--- config.mk ---
export PLATFORM = sky130hd
export DESIGN_NAME = ecpri_resp_tx_flat
export DESIGN_NICKNAME = d
export VERILOG_FILES = /design/src/rtl/ecpri_pkg.sv /design/src/rtl/ecpri_resp_tx_if.sv /design/src/rtl/ecpri_tx_skid.sv /design/src/rtl/ecpri_resp_tx.sv /design/src/flat_wrapper.sv
export SDC_FILE = /design/constraint.sdc
export NUM_CORES = 1
export LEC_CHECK = 0
export ABC_AREA = 1
export BUFFER_PORTS_ARGS = -buffer_cell sky130_fd_sc_hd__buf_2
export CAP_MARGIN = 10
export CORE_MARGIN = 5
export CORE_UTILIZATION = 60
export DETAILED_ROUTE_END_ITERATION = 6
export PLACE_DENSITY = 0.95
export SLEW_MARGIN = 20
export SYNTH_ARGS = -nofsm -noshare
export SYNTH_HDL_FRONTEND = slang
export SYNTH_SLANG_ARGS = --single-unit
export TNS_END_PERCENT = 50
--- constraint.sdc ---
create_clock -name clk -period 5.6 [get_ports clk]
set_input_delay 0.28 -clock clk [delete_from_list [all_inputs] [get_ports clk]]
set_output_delay 0.28 -clock clk [all_outputs]
set_load 0.01 [all_outputs]
--- src/rtl/ecpri_pkg.sv ---
// Shared constants and FSM state type for the eCPRI remote-memory-access
// response path.
package ecpri_pkg;

    localparam logic [15:0] ECPRI_ETHERTYPE  = 16'hAEFE;
    localparam logic [7:0]  MSG_RMA          = 8'h04;
    localparam int          RMA_HDR_LEN      = 12;
    localparam int          ETH_HDR_LEN      = 14;
    localparam int          ECPRI_COMMON_LEN = 4;
    localparam int          FRAME_HDR_LEN    = ETH_HDR_LEN + ECPRI_COMMON_LEN + RMA_HDR_LEN;
    localparam logic [3:0]  RESP             = 4'h1;
    localparam logic        RW_READ          = 1'b0;
    localparam logic        RW_WRITE         = 1'b1;

    typedef enum logic [1:0] {
        ST_IDLE,
        ST_HDR,
        ST_PAYLOAD,
        ST_DONE
    } state_e;

endpackage

--- src/rtl/ecpri_resp_tx_if.sv ---
// Byte-stream transmit interface towards the MAC TX FIFO.
interface ecpri_resp_tx_if #(
    parameter int DATA_WIDTH = 8
);

    logic [DATA_WIDTH-1:0] tx_data;
    logic                  tx_valid;
    logic                  tx_sop;
    logic                  tx_eop;
    logic                  tx_ready;

    modport master (
        output tx_data, tx_valid, tx_sop, tx_eop,
        input  tx_ready
    );

    modport slave (
        input  tx_data, tx_valid, tx_sop, tx_eop,
        output tx_ready
    );

endinterface

--- src/rtl/ecpri_tx_skid.sv ---
// One-entry registered output stage with a single spill slot, so a RAM byte
// already in flight is never lost when the sink stalls.
module ecpri_tx_skid #(
    parameter int DATA_WIDTH = 8
) (
    input  logic                  clk,
    input  logic                  reset,
    input  logic                  in_valid_i,
    input  logic [DATA_WIDTH-1:0] in_data_i,
    input  logic                  in_sop_i,
    input  logic                  in_eop_i,
    output logic                  in_ready_o,
    output logic                  out_valid_o,
    output logic [DATA_WIDTH-1:0] out_data_o,
    output logic                  out_sop_o,
    output logic                  out_eop_o,
    input  logic                  out_ready_i,
    output logic [1:0]            count_o
);

    typedef struct packed {
        logic                  sop;
        logic                  eop;
        logic [DATA_WIDTH-1:0] data;
    } beat_t;

    beat_t in_beat;
    beat_t out_q, out_d;
    beat_t skid_q, skid_d;
    logic  out_valid_q, out_valid_d;
    logic  skid_valid_q, skid_valid_d;

    // The output register refills from the spill slot first to keep byte order.
    always_comb begin
        in_beat      = '{sop: in_sop_i, eop: in_eop_i, data: in_data_i};
        out_d        = out_q;
        out_valid_d  = out_valid_q;
        skid_d       = skid_q;
        skid_valid_d = skid_valid_q;
        if (!out_valid_q || out_ready_i) begin
            if (skid_valid_q) begin
                out_d        = skid_q;
                out_valid_d  = 1'b1;
                skid_valid_d = 1'b0;
            end else begin
                if (in_valid_i) begin
                    out_d = in_beat;
                end
                out_valid_d = in_valid_i;
            end
        end else if (in_valid_i && !skid_valid_q) begin
            skid_d       = in_beat;
            skid_valid_d = 1'b1;
        end
    end

    always_ff @(posedge clk or posedge reset) begin
        if (reset) begin
            out_q        <= '0;
            out_valid_q  <= 1'b0;
            skid_q       <= '0;
            skid_valid_q <= 1'b0;
        end else begin
            out_q        <= out_d;
            out_valid_q  <= out_valid_d;
            skid_q       <= skid_d;
            skid_valid_q <= skid_valid_d;
        end
    end

    assign in_ready_o  = !skid_valid_q;
    assign out_valid_o = out_valid_q;
    assign out_data_o  = out_q.data;
    assign out_sop_o   = out_q.sop;
    assign out_eop_o   = out_q.eop;
    assign count_o     = {1'b0, out_valid_q} + {1'b0, skid_valid_q};

endmodule

--- src/rtl/ecpri_resp_tx.sv ---
// Builds eCPRI Remote Memory Access response frames (header plus optional
// read payload fetched from the payload RAM) as a byte stream.
module ecpri_resp_tx
    import ecpri_pkg::*;
#(
    parameter int          DATA_WIDTH = 8,
    parameter int          ADDR_WIDTH = 16,
    parameter logic [47:0] DST_MAC    = 48'hFFFF_FFFF_FFFF,
    parameter logic [47:0] SRC_MAC    = 48'h02_00_00_00_00_01,
    parameter logic [3:0]  ECPRI_REV  = 4'h1
) (
    input  logic                  clk,
    input  logic                  reset,
    input  logic                  send_read_resp,
    input  logic                  send_write_resp,
    input  logic [7:0]            resp_payload_len,
    input  logic [7:0]            rm_acc_id,
    input  logic [15:0]           rm_ele_id,
    input  logic [47:0]           rm_addr,
    output logic [ADDR_WIDTH-1:0] ram_addr,
    output logic                  ram_oe,
    input  logic [DATA_WIDTH-1:0] ram_data,
    ecpri_resp_tx_if.master       tx,
    output logic                  busy,
    output logic                  resp_done,
    output logic [7:0]            drop_cnt
);

    localparam logic [4:0] HDR_LAST = 5'(FRAME_HDR_LEN - 1);

    state_e      state_q, state_d;
    logic [4:0]  hdr_idx_q, hdr_idx_d;
    logic [8:0]  fetch_cnt_q, fetch_cnt_d;
    logic        inflight_q, inflight_eop_q;
    logic [7:0]  drop_cnt_q, drop_cnt_d;
    logic        rw_q;
    logic [7:0]  len_q, acc_id_q;
    logic [15:0] ele_id_q;
    logic [47:0] addr_q;

    logic                  capture;
    logic [7:0]            pay_len;
    logic [15:0]           ecpri_size;
    logic [FRAME_HDR_LEN*8-1:0] hdr_vec;
    logic [4:0]            hdr_sel;
    logic [7:0]            hdr_byte;
    logic                  hdr_last;
    logic                  push_hdr;
    logic                  fetch_window;
    logic [2:0]            credit_used;
    logic [2:0]            credit_room;
    logic                  consumed;
    logic                  eop_accepted;
    logic [1:0]            drop_inc;
    logic [8:0]            drop_sum;

    logic                  skid_in_valid;
    logic [DATA_WIDTH-1:0] skid_in_data;
    logic                  skid_in_sop;
    logic                  skid_in_eop;
    logic                  skid_in_ready;
    logic                  out_valid;
    logic [DATA_WIDTH-1:0] out_data;
    logic                  out_sop;
    logic                  out_eop;
    logic [1:0]            skid_count;

    assign capture    = (state_q == ST_IDLE) && (send_read_resp || send_write_resp);
    assign pay_len    = (rw_q == RW_READ) ? len_q : 8'd0;
    assign ecpri_size = 16'(RMA_HDR_LEN) + {8'h00, pay_len};

    assign hdr_vec = {DST_MAC, SRC_MAC, ECPRI_ETHERTYPE,
                      ECPRI_REV, 3'b000, 1'b0, MSG_RMA, ecpri_size,
                      acc_id_q, 3'b000, rw_q, RESP, ele_id_q, addr_q,
                      8'h00, len_q};

    assign hdr_sel  = (hdr_idx_q > HDR_LAST) ? HDR_LAST : hdr_idx_q;
    assign hdr_byte = hdr_vec[8*(FRAME_HDR_LEN - 1 - int'(hdr_sel)) +: 8];
    assign hdr_last = (hdr_idx_q == HDR_LAST);
    assign push_hdr = (state_q == ST_HDR) && (hdr_idx_q <= HDR_LAST) && skid_in_ready;

    assign consumed     = out_valid && tx.tx_ready;
    assign eop_accepted = consumed && out_eop;

    // A fetch is allowed only if its byte is guaranteed a slot when it returns
    // a cycle later, even if the sink stalls in between.
    assign fetch_window = (state_q == ST_PAYLOAD) || (push_hdr && hdr_last);
    assign credit_used  = {1'b0, skid_count} + {2'b00, inflight_q} + {2'b00, push_hdr};
    assign credit_room  = 3'd1 + {2'b00, consumed};
    assign ram_oe       = fetch_window && (fetch_cnt_q < {1'b0, pay_len})
                          && (credit_used <= credit_room);
    assign ram_addr     = ADDR_WIDTH'(fetch_cnt_q[7:0]);

    assign skid_in_valid = push_hdr || inflight_q;
    assign skid_in_data  = inflight_q ? ram_data : DATA_WIDTH'(hdr_byte);
    assign skid_in_sop   = push_hdr && (hdr_idx_q == 5'd0);
    assign skid_in_eop   = inflight_q ? inflight_eop_q : (hdr_last && (pay_len == 8'd0));

    ecpri_tx_skid #(
        .DATA_WIDTH (DATA_WIDTH)
    ) u_skid (
        .clk         (clk),
        .reset       (reset),
        .in_valid_i  (skid_in_valid),
        .in_data_i   (skid_in_data),
        .in_sop_i    (skid_in_sop),
        .in_eop_i    (skid_in_eop),
        .in_ready_o  (skid_in_ready),
        .out_valid_o (out_valid),
        .out_data_o  (out_data),
        .out_sop_o   (out_sop),
        .out_eop_o   (out_eop),
        .out_ready_i (tx.tx_ready),
        .count_o     (skid_count)
    );

    assign tx.tx_valid = out_valid;
    assign tx.tx_data  = out_data;
    assign tx.tx_sop   = out_sop;
    assign tx.tx_eop   = out_eop;

    // Frame sequencing; zero-length frames wait in HDR until their eop drains.
    always_comb begin
        state_d     = state_q;
        hdr_idx_d   = hdr_idx_q;
        fetch_cnt_d = fetch_cnt_q;
        case (state_q)
            ST_IDLE: begin
                if (capture) begin
                    state_d     = ST_HDR;
                    hdr_idx_d   = '0;
                    fetch_cnt_d = '0;
                end
            end
            ST_HDR: begin
                if (push_hdr) begin
                    hdr_idx_d = hdr_idx_q + 5'd1;
                end
                if (push_hdr && hdr_last && (pay_len != 8'd0)) begin
                    state_d = ST_PAYLOAD;
                end else if (eop_accepted) begin
                    state_d = ST_DONE;
                end
            end
            ST_PAYLOAD: begin
                if (eop_accepted) begin
                    state_d = ST_DONE;
                end
            end
            ST_DONE: state_d = ST_IDLE;
            default: state_d = ST_IDLE;
        endcase
        if (ram_oe) begin
            fetch_cnt_d = fetch_cnt_q + 9'd1;
        end
    end

    assign drop_inc = (state_q == ST_IDLE) ? {1'b0, send_read_resp && send_write_resp}
                                           : {1'b0, send_read_resp} + {1'b0, send_write_resp};
    assign drop_sum   = {1'b0, drop_cnt_q} + {7'b0, drop_inc};
    assign drop_cnt_d = drop_sum[8] ? 8'hFF : drop_sum[7:0];

    always_ff @(posedge clk or posedge reset) begin
        if (reset) begin
            state_q        <= ST_IDLE;
            hdr_idx_q      <= '0;
            fetch_cnt_q    <= '0;
            inflight_q     <= 1'b0;
            inflight_eop_q <= 1'b0;
            drop_cnt_q     <= '0;
            rw_q           <= RW_READ;
            len_q          <= '0;
            acc_id_q       <= '0;
            ele_id_q       <= '0;
            addr_q         <= '0;
        end else begin
            state_q        <= state_d;
            hdr_idx_q      <= hdr_idx_d;
            fetch_cnt_q    <= fetch_cnt_d;
            inflight_q     <= ram_oe;
            inflight_eop_q <= (fetch_cnt_q[7:0] == (pay_len - 8'd1));
            drop_cnt_q     <= drop_cnt_d;
            if (capture) begin
                rw_q     <= send_read_resp ? RW_READ : RW_WRITE;
                len_q    <= resp_payload_len;
                acc_id_q <= rm_acc_id;
                ele_id_q <= rm_ele_id;
                addr_q   <= rm_addr;
            end
        end
    end

    assign busy      = (state_q == ST_HDR) || (state_q == ST_PAYLOAD);
    assign resp_done = (state_q == ST_DONE);
    assign drop_cnt  = drop_cnt_q;

endmodule

--- src/flat_wrapper.sv ---
// flat-port wrapper written by rule: the top's interface ports become plain ports
module ecpri_resp_tx_flat import ecpri_pkg::*;
#(
    parameter int          DATA_WIDTH = 8,
    parameter int          ADDR_WIDTH = 16,
    parameter logic [47:0] DST_MAC    = 48'hFFFF_FFFF_FFFF,
    parameter logic [47:0] SRC_MAC    = 48'h02_00_00_00_00_01,
    parameter logic [3:0]  ECPRI_REV  = 4'h1
)
  (clk, reset, send_read_resp, send_write_resp, resp_payload_len, rm_acc_id, rm_ele_id, rm_addr, ram_addr, ram_oe, ram_data, busy, resp_done, drop_cnt, tx_tx_data, tx_tx_valid, tx_tx_sop, tx_tx_eop, tx_tx_ready);
  ecpri_resp_tx_if #(.DATA_WIDTH(DATA_WIDTH)) tx_i ();
  input  logic clk;
  input  logic reset;
  input  logic send_read_resp;
  input  logic send_write_resp;
  input  logic [7:0] resp_payload_len;
  input  logic [7:0] rm_acc_id;
  input  logic [15:0] rm_ele_id;
  input  logic [47:0] rm_addr;
  output logic [ADDR_WIDTH-1:0] ram_addr;
  output logic ram_oe;
  input  logic [DATA_WIDTH-1:0] ram_data;
  output logic busy;
  output logic resp_done;
  output logic [7:0] drop_cnt;
  output wire logic [$bits(tx_i.tx_data)-1:0] tx_tx_data;
  output wire logic [$bits(tx_i.tx_valid)-1:0] tx_tx_valid;
  output wire logic [$bits(tx_i.tx_sop)-1:0] tx_tx_sop;
  output wire logic [$bits(tx_i.tx_eop)-1:0] tx_tx_eop;
  input wire logic [$bits(tx_i.tx_ready)-1:0] tx_tx_ready;
  assign tx_tx_data = tx_i.tx_data;
  assign tx_tx_valid = tx_i.tx_valid;
  assign tx_tx_sop = tx_i.tx_sop;
  assign tx_tx_eop = tx_i.tx_eop;
  assign tx_i.tx_ready = tx_tx_ready;
  ecpri_resp_tx #(.DATA_WIDTH(DATA_WIDTH), .ADDR_WIDTH(ADDR_WIDTH), .DST_MAC(DST_MAC), .SRC_MAC(SRC_MAC), .ECPRI_REV(ECPRI_REV)) u_core (.clk(clk), .reset(reset), .send_read_resp(send_read_resp), .send_write_resp(send_write_resp), .resp_payload_len(resp_payload_len), .rm_acc_id(rm_acc_id), .rm_ele_id(rm_ele_id), .rm_addr(rm_addr), .ram_addr(ram_addr), .ram_oe(ram_oe), .ram_data(ram_data), .tx(tx_i), .busy(busy), .resp_done(resp_done), .drop_cnt(drop_cnt));
endmodule
; Word-level counts from Yosys, hierarchy flattened
; Index checks and enable logic that the tools add are counted.
[word_totals]
regBits = 129
word_cells = 98
output_inout_bits = 38
[classes]
n_shift = 1
n_mux = 22
eq_ne = 7
n_bitwise = 1
order_cmp = 4
n_addsub = 11
reduce_logical = 33
[op_table]
columns = operator, count
row1 = variable part select 240 x 32 -> 8 bit, 1
row2 = two-way mux 9 bit, 3
row3 = two-way mux 8 bit, 3
row4 = two-way mux 10 bit, 2
row5 = two-way mux 5 bit, 3
row6 = logical AND 1 bit, 13
row7 = one-hot mux 5 bit (2 select lines), 1
row8 = nonzero test 2 bit, 5
row9 = adder 4 x 8 -> 9 bit (first input constant), 1
row10 = adder 8 x 2 -> 9 bit, 1
row11 = adder 9 x 1 -> 9 bit (second input constant), 1
row12 = < comparator 9 x 8 -> 1 bit, 1
row13 = == test 8 bit, 1
row14 = logical NOT 8 bit, 1
row15 = two-way mux 2 bit, 4
row16 = one-hot mux 2 bit (4 select lines), 1
row17 = nonzero test 8 bit, 1
row18 = subtractor 8 x 1 -> 8 bit (second input constant), 1
row19 = AND reduction 2 bit, 3
row20 = subtractor 5 x 5 -> 6 bit (first input constant), 1
row21 = adder 5 x 1 -> 5 bit (second input constant), 1
row22 = == test 5 bit (second input constant), 1
row23 = > comparator 5 bit (second input constant), 1
row24 = less-or-equal comparator 5 bit (second input constant), 1
row25 = 15 further kinds, 27

; Longest topological paths before layout
; Gate-level depths: netlist of the first run.
[logic_depth]
ltp_word = 9
mapped_depth = 22
depth_no_buf = 20

; Hierarchy
; Synthesis of the first run repeated with hierarchy kept, for this count alone.
[hier_totals]
hier_cells = 948
area_unflattened_um2 = 7721.2
[by_module_without_submodules]
columns = mod, area_per_inst_um2, cells_per_inst, seq_area_each_um2, instances
row1 = ecpri_resp_tx, 6706.4, 816, 2677.6, 1
row2 = ecpri_tx_skid, 1014.7, 132, 550.5, 1

; Worst setup path after synthesis of the first run
; No wires, ideal clock.
[synth_path]
path_type = reg-to-reg
startpoint = register u_core.hdr_idx_q[1]
endpoint = register u_core.u_skid.out_q, in the netlist u_core.u_skid.out_data_o[4]
path_stages_with_launch = 22
setup_ps = 65
synth_period_minus_slack_ps = 2861
setup_slack_ps = 2739
path_buffers = 2
required_ps = 5535
t_arrival_ps = 2796
cell_sequence = dfrtp_1 -> inv_1 -> ha_1 -> nor2_1 -> nand2_2 -> nand2_2 -> inv_2 -> buf_2 -> ha_1 -> clkbuf_1 -> clkinv_1 -> nor2_2 -> nand2_1 -> nand2_1 -> nand2_1 -> nand2_1 -> nand2_1 -> nor2_1 -> nand2_1 -> nand3_1 -> nand2_1 -> nand2_1
[synth_between]
elab_chain_cells = 7
[synth_rtl]
columns = element, line
row1 = from (decl), ecpri_resp_tx.sv:32  ; logic [4:0] hdr_idx_q, hdr_idx_d;
row2 = from (signal assigned), ecpri_resp_tx.sv:178  ; hdr_idx_q <= hdr_idx_d;
row3 = > comparator 5 bit, ecpri_resp_tx.sv:77  ; assign hdr_sel = (hdr_idx_q > HDR_LAST) ? HDR_LAST : hdr_idx_q;
row4 = two-way mux 5 bit, ecpri_resp_tx.sv:77
row5 = subtractor 5 x 5 -> 6 bit, ecpri_resp_tx.sv:78  ; assign hdr_byte = hdr_vec[8*(FRAME_HDR_LEN - 1 - int'(hdr_sel)) +: 8];
row6 = variable part select 240 x 32 -> 8 bit, ecpri_resp_tx.sv:78
row7 = two-way mux 8 bit, ecpri_resp_tx.sv:95  ; assign skid_in_data = inflight_q ? ram_data : DATA_WIDTH'(hdr_byte);
row8 = two-way mux 10 bit, ecpri_tx_skid.sv:46  ; if (in_valid_i) begin
row9 = two-way mux 10 bit, ecpri_tx_skid.sv:41  ; if (skid_valid_q) begin
row10 = to (signal assigned), ecpri_tx_skid.sv:64  ; out_q <= out_d;
row11 = to (decl), ecpri_tx_skid.sv:28  ; beat_t out_q, out_d;
; Parallel ways exist; a longest one is shown, timed or not. The select of a mux whose other input is x is not followed.
; A chain may end at the register's enable or synchronous reset.

; Final worst setup path of the first run
[layout_path]
startpoint = register u_core.hdr_idx_q[1]
endpoint = output ram_oe
[layout_between]
elab_chain_cells = 7
[layout_rtl]
columns = element, line
row1 = "parallel branches: the longest is 6 deep, another holds less-or-equal comparator 5 bit", n/a
row2 = logical AND 1 bit *, ecpri_resp_tx.sv:91  ; && (credit_used <= credit_room);
row3 = to (decl), flat_wrapper.sv:21  ; output logic ram_oe;
; Every way passes the cells marked *.

==> results of run 1 <==
sequential cells by signal, summed over array words and instances (netlist names), 2 cells and up:
register,flops
u_core.u_skid.out_data_o,8
u_core.u_skid.skid_q,10
u_core.state_q,2
u_core.drop_cnt,8
u_core.len_q,8
u_core.fetch_cnt_q,9
u_core.hdr_idx_q,5
u_core.addr_q,48
u_core.ele_id_q,16
u_core.acc_id_q,8
kinds of logic (layout without fill, tap and decap cells):
logic type / count (synthesis) / in the layout / synth area share
simple gates: 710 / 710 / 0.3642
buf+inv: 154 / 249 / 0.08535
other cells: 1 / 8 / 0.0004746
fa+ha+maj: 31 / 31 / 0.05194
compound gates: 97 / 97 / 0.06888
xor+xnor: 16 / 16 / 0.01774
flops: 129 / 129 / 0.4086
mux: 2 / 2 / 0.002850
layout make-up:
class / instances / area, sq um
Clock buffer: 21 / 460.4
Clock inverter: 10 / 111.4
Fill cell: 1055 / 4016
Inverter: 87 / 329.1
Multi-Input combinational cell: 864 / 4041
Sequential cell: 129 / 3228
Tap cell: 176 / 220.2
Timing Repair Buffer: 131 / 678.2
layer usage:
metal | vias up | global-route usage | wire, microns
met5 | - | 0 | 0
met4 | 0 | 0.1070 | 624
met3 | 49 | 0.05575 | 1361
met2 | 305 | 0.4494 | 9998
met1 | 3501 | 0.3394 | 8392
li1 | 3738 | - | -
per-stage QoR:
stage	hold WS [ns]	cell area [sq um]	util	power, mW	std cells
after floorplan	0.3966	7928	-	3.507	1147
after global placement	0.4538	8491	0.6489	4.025	1387
after detailed placement	0.4596	8491	0.6489	4.137	1387
after CTS	0.009206	9062	0.6926	5.246	1418
after global routing	0.04936	9069	0.6931	5.738	1418
final	-0.009242	9069	0.6931	5.267	1418
power by group:
| part | total, mW | switching, mW | leakage [nW] | internal [mW] |
|---|---|---|---|---|
| Combinational | 2.54 | 1.64 | 3.12 | 0.898 |
| Sequential | 1.65 | 0.305 | 1.58 | 1.34 |
| Clock | 1.08 | 0.408 | 0.275 | 0.672 |
| Total | 5.27 | 2.36 | 4.98 | 2.91 |
cells in the final DEF (no fill, tap or decap), drive strengths merged, types with 6 or more instances in the layout:
cell type    n
conb         8
o22ai        6
nand2      524
a21oi       18
nor3         8
nor2        73
clkbuf      21
o21ai       52
inv         84
buf        131
nand3       87
a31oi        9
xor2        14
clkinv       8
nand4       10
o211ai       6
dfrtp      129
ha          28
critical path: cells and delay by family, from the launching register on:
kind            cells  cell delay, ns
fa+ha+maj           3            0.95
buf+inv             5            0.77
simple gates        6            0.77
flops               1            0.48
compound gates      1            0.08
worst min-delay path by stage:
stage,startpoint,endpoint,slack (ns),cells after the start
finish,reset,u_core.ele_id_q[5]$_DFFE_PP0P_,-0.009,2
global route,reset,u_core.ele_id_q[5]$_DFFE_PP0P_,0.05,2
CTS,reset,u_core.ele_id_q[5]$_DFFE_PP0P_,0.009,2
detailed placement,reset,u_core.addr_q[14]$_DFFE_PP0P_,0.46,2
global placement,reset,u_core.addr_q[14]$_DFFE_PP0P_,0.45,2
floorplan,rm_acc_id[1],u_core.acc_id_q[1]$_DFFE_PP0P_,0.40,2
==> results.md, run 1 <==
- Overflow left after global routing: 0
- Drt drc: 0
- Number of enable flip-flop cells after synthesis: 0
- First-pass GRT wire length: 34550 microns
- Violated checks: negative hold slack
- Slack of the critical path: 1.831 ns
- Type of the worst setup path: flop to output pin
- Vias after detailed routing: 7593
- Number of buffers added by the clock tree synthesis step: 17
- Top cells by area, synth: sky130_fd_sc_hd__dfrtp_1 (41%), sky130_fd_sc_hd__nand2_1 (25%), sky130_fd_sc_hd__nand3_1 (5.5%)
- Most frequently used flop master after synthesis: sky130_fd_sc_hd__dfrtp_1
- Leakage power summed over all cells: 4.978 nW
- Ys Warns: 0
- Number of cells on the worst reg-to-reg path: 20
- Setup repair after global routing missed its margin: false
- Shortest period the worst path allows: 3.769 ns
- Mean number of vias per cell: 5.355
- Mapped Cells: 1140
- # clock sinks: 129
- CTS Hold Buffers Added: 0
- Sequence of cells on the critical path: inv_1 > ha_1 > nor2_1 > nand2_2 > buf_4 > nand2_2 > inv_2 > ha_1 > fa_1 > nand2_1 > nor2_1 > o21ai_0 > nand2_1 > inv_1 > buf_2
- Status: finished, violations left
- Arrival time of the worst setup path: 3.49 ns
- Starting utilization of the core area: 0.6038
- Maximum clock path buffer count: 2
- Die Span X: 124.8 microns
- Number of diodes: 0
- Count of unique library cells instantiated by Yosys: 39
- Final Hold Vio Count: 12
- Cell type with the largest total area after synthesis: sky130_fd_sc_hd__dfrtp_1
- Async S/R FF share, synth: 1.000
- Number of flip-flops and latches in the synthesized netlist: 129
- Detail Route Antenna Nets: 0
- Power density over the cells: 580.8 mW/mm^2
- Final-report max-slew violation count: 0
- Sequential element share of the synthesized area: 0.4086
- Detailed Route Iter0 Violations: 684
- Synthesis-to-layout area growth: 14.77%
- Syn_area_per_cell: 6.931 sq um
- Core outline area: 0.01309 sq mm
- CTS tree: yes
- I/O pin count: 131
- Post-route clock skew: 0.008082 ns
- Crit path largest cell delay: 0.51 ns
- Setup WS pre-CTS: 2.252 ns
- Global placement routability congestion: 0.9558
- Share of final-layout standard cells stronger than drive strength 1: 0.1490
- Register clock-pin slew on the reported worst setup and hold paths: 0.06 ns
- Max rail drop VDD: 0.0004055 V
- Total Routing Usage GR: 0.2680
- Reg-to-reg critical path startpoint: u_core.hdr_idx_q[1]$_DFFE_PP0P_
- Share of the clock period used by the worst path: 0.6730
- Setup-violating endpoint count in the final report: 0
- Number of H-tree levels: 4
- Required time of the worst setup path: 5.32 ns
- Slowest cell on the critical path: sky130_fd_sc_hd__fa_1
- DRT Wirelength: 20380 microns
- Worst hold margin: -0.009242 ns
- Area share of the largest cell type after synthesis: 0.4086
- Worst-case headroom to the max-slew limit: 0.4194
- Most frequent cell after synthesis: sky130_fd_sc_hd__nand2_1
- Die Footprint: 0.01556 sq mm
- Endpoint class of the critical path: output pin
- Detailed-placement wirelength estimate: 14250 microns
- Crit start category: flop
- Die height: 124.8 microns
- Critical R2R Capture: u_core.u_skid.out_data_o[2]$_DFFE_PP0P_
- Tightest Pin Transition: 0.8679 ns
- Most used standard cells in the synthesized netlist: sky130_fd_sc_hd__nand2_1 (517), sky130_fd_sc_hd__dfrtp_1 (129), sky130_fd_sc_hd__nand3_1 (87), sky130_fd_sc_hd__inv_1 (82), sky130_fd_sc_hd__nor2_1 (67)
- CTS resizes: 0
- Summed negative setup slack over all endpoints: 0 ns
- Insertion delay of the later-clocked pin in the worst-skew pair: 0.43 ns
- Port bufs: 122
- Highest Clock Rate: 265.3 MHz
- Maximum fanout count along the critical path: 35
- DR WL/cell: 14.37 microns
- R2r setup slk: 2.10 ns
- First drt pass iteration count: 5
- Postcts setup bufs: 0
- Critical Path End: ram_oe
- Classification of the worst-slack hold path: primary input to asynchronous set/reset pin
- Synthesized cell area: 0.007901 sq mm
- CTS root buffer: sky130_fd_sc_hd__clkbuf_16
- CP startpoint: u_core.hdr_idx_q[1]$_DFFE_PP0P_
- Vias in the first global route: 7421
- Count of standard-cell rows: 42
- Maximum Capacitance Violations: 0
- Post-layout nets: 1354
- Pin count of the biggest net entering global routing: 99
- Antenna violations before repair: 0
No activity file was read; power rests on OpenSTA's default activity.
==> inputs of run 2 (changes only) <==
--- a/config.mk
+++ b/config.mk
@@ -9,9 +9,9 @@
 export BUFFER_PORTS_ARGS = -buffer_cell sky130_fd_sc_hd__buf_2
 export CAP_MARGIN = 10
 export CORE_MARGIN = 5
-export CORE_UTILIZATION = 60
+export CORE_UTILIZATION = 57
 export DETAILED_ROUTE_END_ITERATION = 6
-export PLACE_DENSITY = 0.95
+export PLACE_DENSITY = 0.92
 export SLEW_MARGIN = 20
 export SYNTH_ARGS = -nofsm -noshare
 export SYNTH_HDL_FRONTEND = slang
==> constraint.sdc (replaced) <==
create_clock -name clk -period 3.8 [get_ports clk]
set_input_delay 0.19 -clock clk [delete_from_list [all_inputs] [get_ports clk]]
set_output_delay 0.19 -clock clk [all_outputs]
set_load 0.01 [all_outputs]
==> run 2 against run 1 <==
Net effect:
- the flow now finishes without violations
- combinational power grew 55%
- core utilization increased by 3.0 points
- via count increased by 7.0%
- first-iteration DRC count is 13% lower
- highest routed layer unchanged
- global-route usage increased by 2.1 points
- register-to-register slack got worse by 1.4 ns
- largest cell class unchanged
- hold slack better by 0.023 ns
- sequential cell count stayed put
- critical path type unchanged
- clock power grew 55%
- sequential share of layout area decreased by 3.1 points
- die area is 4.8% higher
==> results.md, run 2 (synthesis results as in run 1) <==
- Capture endpoint of the worst hold path: u_core.len_q[2]$_DFFE_PP0P_
- Number of diodes: 0 (unchanged)
- Share of final-layout standard cells stronger than drive strength 1: 0.1449 (-0.004048)
- Postcts setup bufs: 0 (unchanged)
- Worst-case headroom to the max-slew limit: 0.3975 (-0.02187)
- Met3 layer usage reported by global route: 0.05792 (+0.002171)
- Die Span X: 127.7 microns (+2.4%)
- Global placement routability congestion: 0.9499 (-0.62%)
- Status: finished, final reports clean
- DR WL/cell: 15.32 microns (+6.6%)
- Global Route met1 Usage: 0.3532 (+0.01382)
- Register clock-pin slew on the reported worst setup and hold paths: 0.06 ns (about the same)
- R2r setup slk: 0.71 ns (-1.39 ns)
- Number of H-tree levels: 4 (unchanged)
- Die Footprint: 0.01632 sq mm (+4.8%)
- Layer with the highest usage: met2
- Antenna violations before repair: 0 (unchanged)
- Max rail drop VDD: 0.0004228 V (+4.3%)
- Clock network fraction of total power: 0.209 (+0.004)
- Number of buffers added by the clock tree synthesis step: 17 (unchanged)
- CTS Hold Buffers Added: 76 (+76)
- Worst Min Path Start: resp_payload_len[2]
- Switching portion of total power: 0.4476 (about the same)
- Classification of the worst-slack hold path: primary input to flop
- Internal Power: 4.430 mW (+52%)
- Final Hold Vio Count: 0 (-12)
- Worst hold margin: 0.01423 ns (+0.02347 ns)
- Endpoint class of the critical path: output pin
- Maximum clock path buffer count: 2 (unchanged)
- Post-route clock skew: 0.007718 ns (-0.0003640 ns)
- CTS resizes: 0 (unchanged)
- CTS tree: yes
- Detailed Route Iter0 Violations: 595 (-13%)
- Synthesis-to-layout area growth: 25.54%
- Vias in the first global route: 8125 (+9.5%)
- Detail Route Antenna Nets: 0 (unchanged)
- I/O pin count: 131 (unchanged)
- Post-layout nets: 1436 (+6.1%)
- Share of the clock period used by the worst path: 0.9013
- Highest Clock Rate: 292.0 MHz
- Final-report max-slew violation count: 0 (unchanged)
- Vias after detailed routing: 8124 (+7.0%)
- Setup-violating endpoint count in the final report: 0 (unchanged)
- # clock sinks: 129 (unchanged)
- Largest register FFs: 48 (unchanged)
- Final std cell area, no fill: 0.009920 sq mm (+9.4%)
- Maximum fanout count along the critical path: 9 (-74%)
- Port bufs: 122 (unchanged)
- Share of power burned in registers: 0.301 (-0.012)
- Count of standard-cell rows: 43 (+2.4%)
- First-pass GRT wire length: 38070 microns (+10%)
- Maximum Capacitance Violations: 0 (unchanged)
- Pin count of the biggest net entering global routing: 99 (unchanged)
- Largest Register: u_core.addr_q
- Tightest Pin Transition: 0.9037 ns (+0.03587 ns)
- First drt pass iteration count: 7 (+2)
- CTS root buffer: sky130_fd_sc_hd__clkbuf_16
- Arrival time of the worst setup path: 3.23 ns (-0.26 ns)
- Reg-to-reg critical path startpoint: u_core.hdr_idx_q[1]$_DFFE_PP0P_
- Starting utilization of the core area: 0.5759 (-0.02792)
- Critical R2R Capture: u_core.u_skid.out_data_o[0]$_DFFE_PP0P_
- Drt drc: 0 (unchanged)
- Summed negative setup slack over all endpoints: 0 ns (unchanged)
- Total Routing Usage GR: 0.2888 (+0.02080)
- Die height: 127.7 microns (+2.4%)
- Area of placed instances: 0.008553 sq mm (+0.74%)
- Switching Power: 3.590 mW (+52%)
- Hold path cells: 3
- Share of the core filled with cells: 0.7230 (+0.02997)
- Required time of the worst setup path: 3.61 ns (-1.71 ns)
- Leading cell types in the layout, fill and taps excluded: sky130_fd_sc_hd__nand2_1 (517), sky130_fd_sc_hd__dfrtp_1 (129), sky130_fd_sc_hd__buf_2 (122)
- DRT Wirelength: 23060 microns (+13%)
- Detailed-placement wirelength estimate: 14360 microns (+0.78%)
- Largest registers ranked by flip-flop count: u_core.addr_q x48, u_core.ele_id_q x16, u_core.u_skid.skid_q x10
- Global-route met2 utilization: 0.4901 (+0.04071)
- Most frequent standard cell in the layout excluding fill and tap cells: sky130_fd_sc_hd__nand2_1
- Core outline area: 0.01372 sq mm (+4.8%)
- Crit start category: flop
- Type of the worst setup path: flop to output pin
- Shortest period the worst path allows: 3.425 ns
- Setup repair after global routing missed its margin: false
- Power density over the cells: 808.4 mW/mm^2 (+39%)
- Comb pwr share: 0.491 (+0.009)
- Leakage power summed over all cells: 5.334 nW (+7.1%)
- Mean number of vias per cell: 5.398 (+0.81%)
- Insertion delay of the later-clocked pin in the worst-skew pair: 0.42 ns (about the same)
- Overflow left after global routing: 0 (unchanged)
- Number of cells on the worst reg-to-reg path: 20 (unchanged)
-- run 2: cell count changes in the layout (fill, tap and decap cells not counted), sizes merged --
cell / before / now
clkinvlp: 3 / 5
inv: 84 / 85
buf: 131 / 137
dlygate4sd3: 0 / 76
bufinv: 2 / 3
clkbuf: 21 / 20
clkinv: 8 / 6
-- run 2: worst max-delay path by stage --
stage,to,startpoint,slack (ns),cells after the start
after global routing,ram_oe,u_core.state_q[1]$_DFFE_PP0P_,0.07,14
after detailed placement,u_core.u_skid.out_data_o[0]$_DFFE_PP0P_,u_core.hdr_idx_q[1]$_DFFE_PP0P_,0.80,20
after CTS,ram_oe,u_core.state_q[1]$_DFFE_PP0P_,0.40,14
after floorplan,u_core.acc_id_q[0]$_DFFE_PP0P_,reset,0.17,1
after global placement,ram_oe,u_core.state_q[1]$_DFFE_PP0P_,0.92,14
final,ram_oe,u_core.state_q[1]$_DFFE_PP0P_,0.38,14
-- run 2: metal layers --
| layer | part of all wire | vias up |
|---|---|---|
| met4 | 0.040 | 0 |
| met5 | 0 | - |
| met2 | 0.50 | 378 |
| met3 | 0.066 | 91 |
| li1 | - | 3904 |
| met1 | 0.39 | 3751 |
-- run 2: area by class of cell --
class / instances / area (sq um)
sequential: 129 / 3228
fill: 1006 / 3800
clock inverter: 12 / 158.9
inverter: 87 / 329.1
timing repair buffer: 213 / 1496
tap: 180 / 225.2
multi-input combinational: 864 / 4035
clock buffer: 20 / 446.7
-- run 2: worst max-delay path, stage by stage (launching register included) --
cell and delay [ns]:
sky130_fd_sc_hd__dfrtp_1 0.42, sky130_fd_sc_hd__inv_1 0.14, sky130_fd_sc_hd__ha_1 0.30, sky130_fd_sc_hd__inv_1 0.10, sky130_fd_sc_hd__nor2_1 0.15, sky130_fd_sc_hd__nand2_2 0.11
sky130_fd_sc_hd__inv_2 0.11, sky130_fd_sc_hd__ha_1 0.20, sky130_fd_sc_hd__fa_1 0.44, sky130_fd_sc_hd__nand2_1 0.08, sky130_fd_sc_hd__nor2_1 0.04, sky130_fd_sc_hd__o21ai_0 0.14
sky130_fd_sc_hd__nand2_1 0.22, sky130_fd_sc_hd__inv_1 0.22, sky130_fd_sc_hd__buf_2 0.17
-- run 2: stage by stage --
step / power [mW] / worst slack, ns / cells
2_1_floorplan: 5.169 / 0.1690 / 1147
3_3_place_gp: 5.982 / 0.9185 / 1397
3_5_place_dp: 6.127 / 0.8014 / 1397
4_1_cts: 7.911 / 0.3952 / 1505
5_1_grt: 8.679 / 0.07021 / 1505
6_report: 8.019 / 0.3751 / 1505
-- run 2: power by group through the flow --
stage / registers [mW] / logic, mW / clock network [mW]
CTS: 2.38 / 3.85 / 1.67
detailed placement: 2.40 / 3.73 / 0
global placement: 2.37 / 3.61 / 0
global route: 2.47 / 4.47 / 1.74
finish: 2.41 / 3.93 / 1.67
floorplan: 2.32 / 2.85 / 0
==> inputs of run 3 (changes only) <==
--- a/config.mk
+++ b/config.mk
@@ -8,6 +8,7 @@
 export ABC_AREA = 1
 export BUFFER_PORTS_ARGS = -buffer_cell sky130_fd_sc_hd__buf_2
 export CAP_MARGIN = 10
+export CORE_ASPECT_RATIO = 1.5
 export CORE_MARGIN = 5
 export CORE_UTILIZATION = 57
 export DETAILED_ROUTE_END_ITERATION = 6
==> run 3 against run 2 <==
Net effect:
- sequential share of layout area rose by 0.89 points
- the flow now finishes with violations (negative hold slack)
- critical path depth did not move
- register-to-register slack got worse by 0.05 ns
- via count fell by 1.2%
- wire length shrank 0.44%
==> results.md, run 3 (synthesis results as in run 1) <==
- CTS root buffer: sky130_fd_sc_hd__clkbuf_16
- Reg-to-reg critical path startpoint: u_core.hdr_idx_q[1]$_DFFE_PP0P_
- Max rail drop VDD: 0.0003670 V (-13%)
- Met3 Wirelength: 1166 microns (-24%)
- Final-report max-slew violation count: 0 (unchanged)
- DR WL/cell: 15.69 microns (+2.4%)
- Crit start category: flop
- # clock sinks: 129 (unchanged)
- Leakage power summed over all cells: 5.248 nW (-1.6%)
- DRT Wirelength: 22960 microns (-0.44%)
- Tightest Pin Transition: 0.9095 ns (+0.005741 ns)
- Port bufs: 122 (unchanged)
- Shortest period the worst path allows: 3.400 ns (-0.02477 ns)
- Total Routing Usage GR: 0.2857 (-0.003137)
- Clock network fraction of total power: 0.207 (-0.002)
- First drt pass iteration count: 6 (-1)
- Final Hold Vio Count: 3 (+3)
- Sequence of cells on the critical path: inv_1 > ha_1 > inv_1 > nor2_1 > nand2_2 > inv_2 > ha_1 > fa_1 > nand2_1 > nor2_1 > o21ai_0 > nand2_1 > inv_1 > buf_2
- Crit path largest cell delay: 0.44 ns (about the same)
- Setup repair after global routing missed its margin: false
- Status: finished, violations left
- Pin count of the biggest net entering global routing: 99 (unchanged)
- Antenna violations before repair: 0 (unchanged)
- Summed negative setup slack over all endpoints: 0 ns (unchanged)
- Number of buffers added by the clock tree synthesis step: 17 (unchanged)
- Vias in the first global route: 7978 (-1.8%)
- Synthesis-to-layout area growth: 22.22%
- Starting utilization of the core area: 0.5839 (+0.007934)
- Die Span X: 106.1 microns (-17%)
- Die height: 154.2 microns (+21%)
- Highest metal layer used by the detailed router: met4
- Postcts setup bufs: 0 (unchanged)
- Post-route clock skew: 0.007646 ns (-0.00007216 ns)
- Drt drc: 0 (unchanged)
- Vias after detailed routing: 8030 (-1.2%)
- Largest registers ranked by flip-flop count: u_core.addr_q x48, u_core.ele_id_q x16, u_core.u_skid.skid_q x10
- Post-layout nets: 1413 (-1.6%)
- Arrival time of the worst setup path: 3.21 ns (-0.02 ns)
- Die Footprint: 0.01636 sq mm (+0.30%)
- Largest register FFs: 48 (unchanged)
- Worst hold margin: -0.01960 ns (-0.03383 ns)
- Number of cells on the worst reg-to-reg path: 20 (unchanged)
- Setup-violating endpoint count in the final report: 0 (unchanged)
- Capture endpoint of the worst hold path: u_core.addr_q[39]$_DFFE_PP0P_
- Mean number of vias per cell: 5.489 (+1.7%)
- Hold path cells: 3 (unchanged)
- Largest Register: u_core.addr_q
- Critical path's most frequent cell: sky130_fd_sc_hd__inv_1
- Fill cell count: 1011 (+0.50%)
- Number of diodes: 0 (unchanged)
- Number of H-tree levels: 4 (unchanged)
- Overflow left after global routing: 0 (unchanged)
- Share of power burned in registers: 0.304 (+0.003)
- Detailed Route Iter0 Violations: 745 (+25%)
- Maximum clock path buffer count: 2 (unchanged)
- Count of standard-cell rows: 52 (+21%)
- Worst-case headroom to the max-slew limit: 0.3937 (-0.003827)
- Register clock-pin slew on the reported worst setup and hold paths: 0.06 ns (about the same)
- Switching portion of total power: 0.4503 (+0.002652)
- Power density over the cells: 822.9 mW/mm^2 (+1.8%)
- Endpoint class of the critical path: output pin
- Type of the worst setup path: flop to output pin
- Core outline area: 0.01353 sq mm (-1.4%)
- Highest Clock Rate: 294.1 MHz (+0.73%)
- Share of final-layout standard cells stronger than drive strength 1: 0.1483 (+0.003442)
- Global placement routability congestion: 0.9766 (+2.8%)
- Routed wire length on met2: 12110 microns (+5.3%)
- CTS tree: yes
- R2r setup slk: 0.66 ns (-0.05 ns)
- I/O pin count: 131 (unchanged)
- Insertion delay of the later-clocked pin in the worst-skew pair: 0.42 ns (about the same)
- Maximum fanout count along the critical path: 9 (unchanged)
- Leading cell types in the layout, fill and taps excluded: sky130_fd_sc_hd__nand2_1 (517), sky130_fd_sc_hd__dfrtp_1 (129), sky130_fd_sc_hd__buf_2 (122)
- Internal Power: 4.368 mW (-1.4%)
- Comb pwr share: 0.489 (-0.002)
- Switching Power: 3.578 mW (-0.32%)
- Slowest cell on the critical path: sky130_fd_sc_hd__fa_1
- First-pass GRT wire length: 37610 microns (-1.2%)
- Violated checks: negative hold slack
- Detailed-placement wirelength estimate: 15050 microns (+4.8%)
- Required time of the worst setup path: 3.61 ns (about the same)
- Detail Route Antenna Nets: 0 (unchanged)
- Classification of the worst-slack hold path: primary input to flop
- Critical R2R Capture: u_core.u_skid.out_data_o[7]$_DFFE_PP0P_
- Dominant delay contributor by cell family on the critical path: adder cells
- Worst Min Path Start: rm_addr[39]
- Maximum Capacitance Violations: 0 (unchanged)
- Share of the clock period used by the worst path: 0.8948 (-0.006518)
- Sum of buffers and inverters on the critical path: 5 (unchanged)
- Most frequent standard cell in the layout excluding fill and tap cells: sky130_fd_sc_hd__nand2_1
- Routed metal-1 wire length: 8335 microns (-8.3%)
run 3: changes by cell type in the layout (fill, tap and decap cells not counted), moves of 2 or more:
cell	previous run	this run
sky130_fd_sc_hd__clkinvlp_4	5	2
sky130_fd_sc_hd__dlygate4sd3_1	76	53
sky130_fd_sc_hd__clkbuf_8	1	3
sky130_fd_sc_hd__clkbuf_1	2	0
run 3: stage by stage:
stage                     utilization  total power [mW]  std cells  worst slack [ns]  cell area, sq um
final                          0.7136             7.946       1463            0.3999              9657
after global routing           0.7136             8.583       1463            0.1609              9657
after CTS                      0.7136             7.862       1463            0.4240              9657
after detailed placement       0.6304             6.111       1379            0.7649              8531
after global placement         0.6304             6.004       1379            0.8419              8531
after floorplan                     -             5.169       1147            0.1690              7928
run 3: layout make-up:
| class | instances | area, sq um | share of cell area |
|---|---|---|---|
| Clock buffer | 20 | 466.7 | 0.04833 |
| Clock inverter | 11 | 128.9 | 0.01335 |
| Inverter | 87 | 329.1 | 0.03408 |
| Multi-Input combinational cell | 864 | 4035 | 0.4179 |
| Sequential cell | 129 | 3228 | 0.3343 |
| Tap cell | 162 | 202.7 | 0.02099 |
| Timing Repair Buffer | 190 | 1266 | 0.1311 |
run 3: how the worst max path moves through the flow:
stage / startpoint / endpoint / slack, ns / cells after the start
floorplan: reset / u_core.acc_id_q[0]$_DFFE_PP0P_ / 0.17 / 1
global placement: u_core.hdr_idx_q[1]$_DFFE_PP0P_ / u_core.u_skid.out_data_o[4]$_DFFE_PP0P_ / 0.84 / 20
detailed placement: u_core.hdr_idx_q[1]$_DFFE_PP0P_ / u_core.u_skid.out_data_o[4]$_DFFE_PP0P_ / 0.76 / 20
CTS: u_core.state_q[1]$_DFFE_PP0P_ / ram_oe / 0.42 / 14
global route: u_core.hdr_idx_q[1]$_DFFE_PP0P_ / ram_oe / 0.16 / 14
finish: u_core.state_q[1]$_DFFE_PP0P_ / ram_oe / 0.40 / 14
run 3: metal layers:
metal	GRT usage	up-vias
met2	0.5147	345
li1	-	3863
met3	0.04295	108
met5	0	-
met1	0.3147	3714
met4	0.1685	0
run 3: power by group through the flow:
stage               Combinational, mW  Sequential, mW  Clock, mW
floorplan                        2.85            2.32          0
global placement                 3.62            2.38          0
detailed placement               3.70            2.41          0
CTS                              3.82            2.39       1.65
global route                     4.40            2.47       1.71
finish                           3.89            2.41       1.64
run 3: timing repair:
action / 4_1_cts / 5_1_grt
resized for setup: 0 / 0
hold buffers: 53 / 0
endpoints found under the hold margin: 119 / 0
run 3: worst register-to-register path, stage by stage, from the launching register on:
cell and delay [ns]:
sky130_fd_sc_hd__dfrtp_1 0.49, sky130_fd_sc_hd__inv_1 0.12, sky130_fd_sc_hd__ha_1 0.22, sky130_fd_sc_hd__nor2_1 0.13, sky130_fd_sc_hd__nand2_2 0.09, sky130_fd_sc_hd__nand2_2 0.08
sky130_fd_sc_hd__inv_2 0.04, sky130_fd_sc_hd__ha_1 0.27, sky130_fd_sc_hd__buf_4 0.19, sky130_fd_sc_hd__clkinv_1 0.42, sky130_fd_sc_hd__nor2_2 0.30, sky130_fd_sc_hd__nand2_1 0.07
sky130_fd_sc_hd__nand2_1 0.07, sky130_fd_sc_hd__nand2_1 0.05, sky130_fd_sc_hd__nand2_1 0.05, sky130_fd_sc_hd__nand2_1 0.07, sky130_fd_sc_hd__inv_1 0.12, sky130_fd_sc_hd__nand2_1 0.10
sky130_fd_sc_hd__nand3_1 0.09, sky130_fd_sc_hd__nand2_1 0.07, sky130_fd_sc_hd__nand2_1 0.05
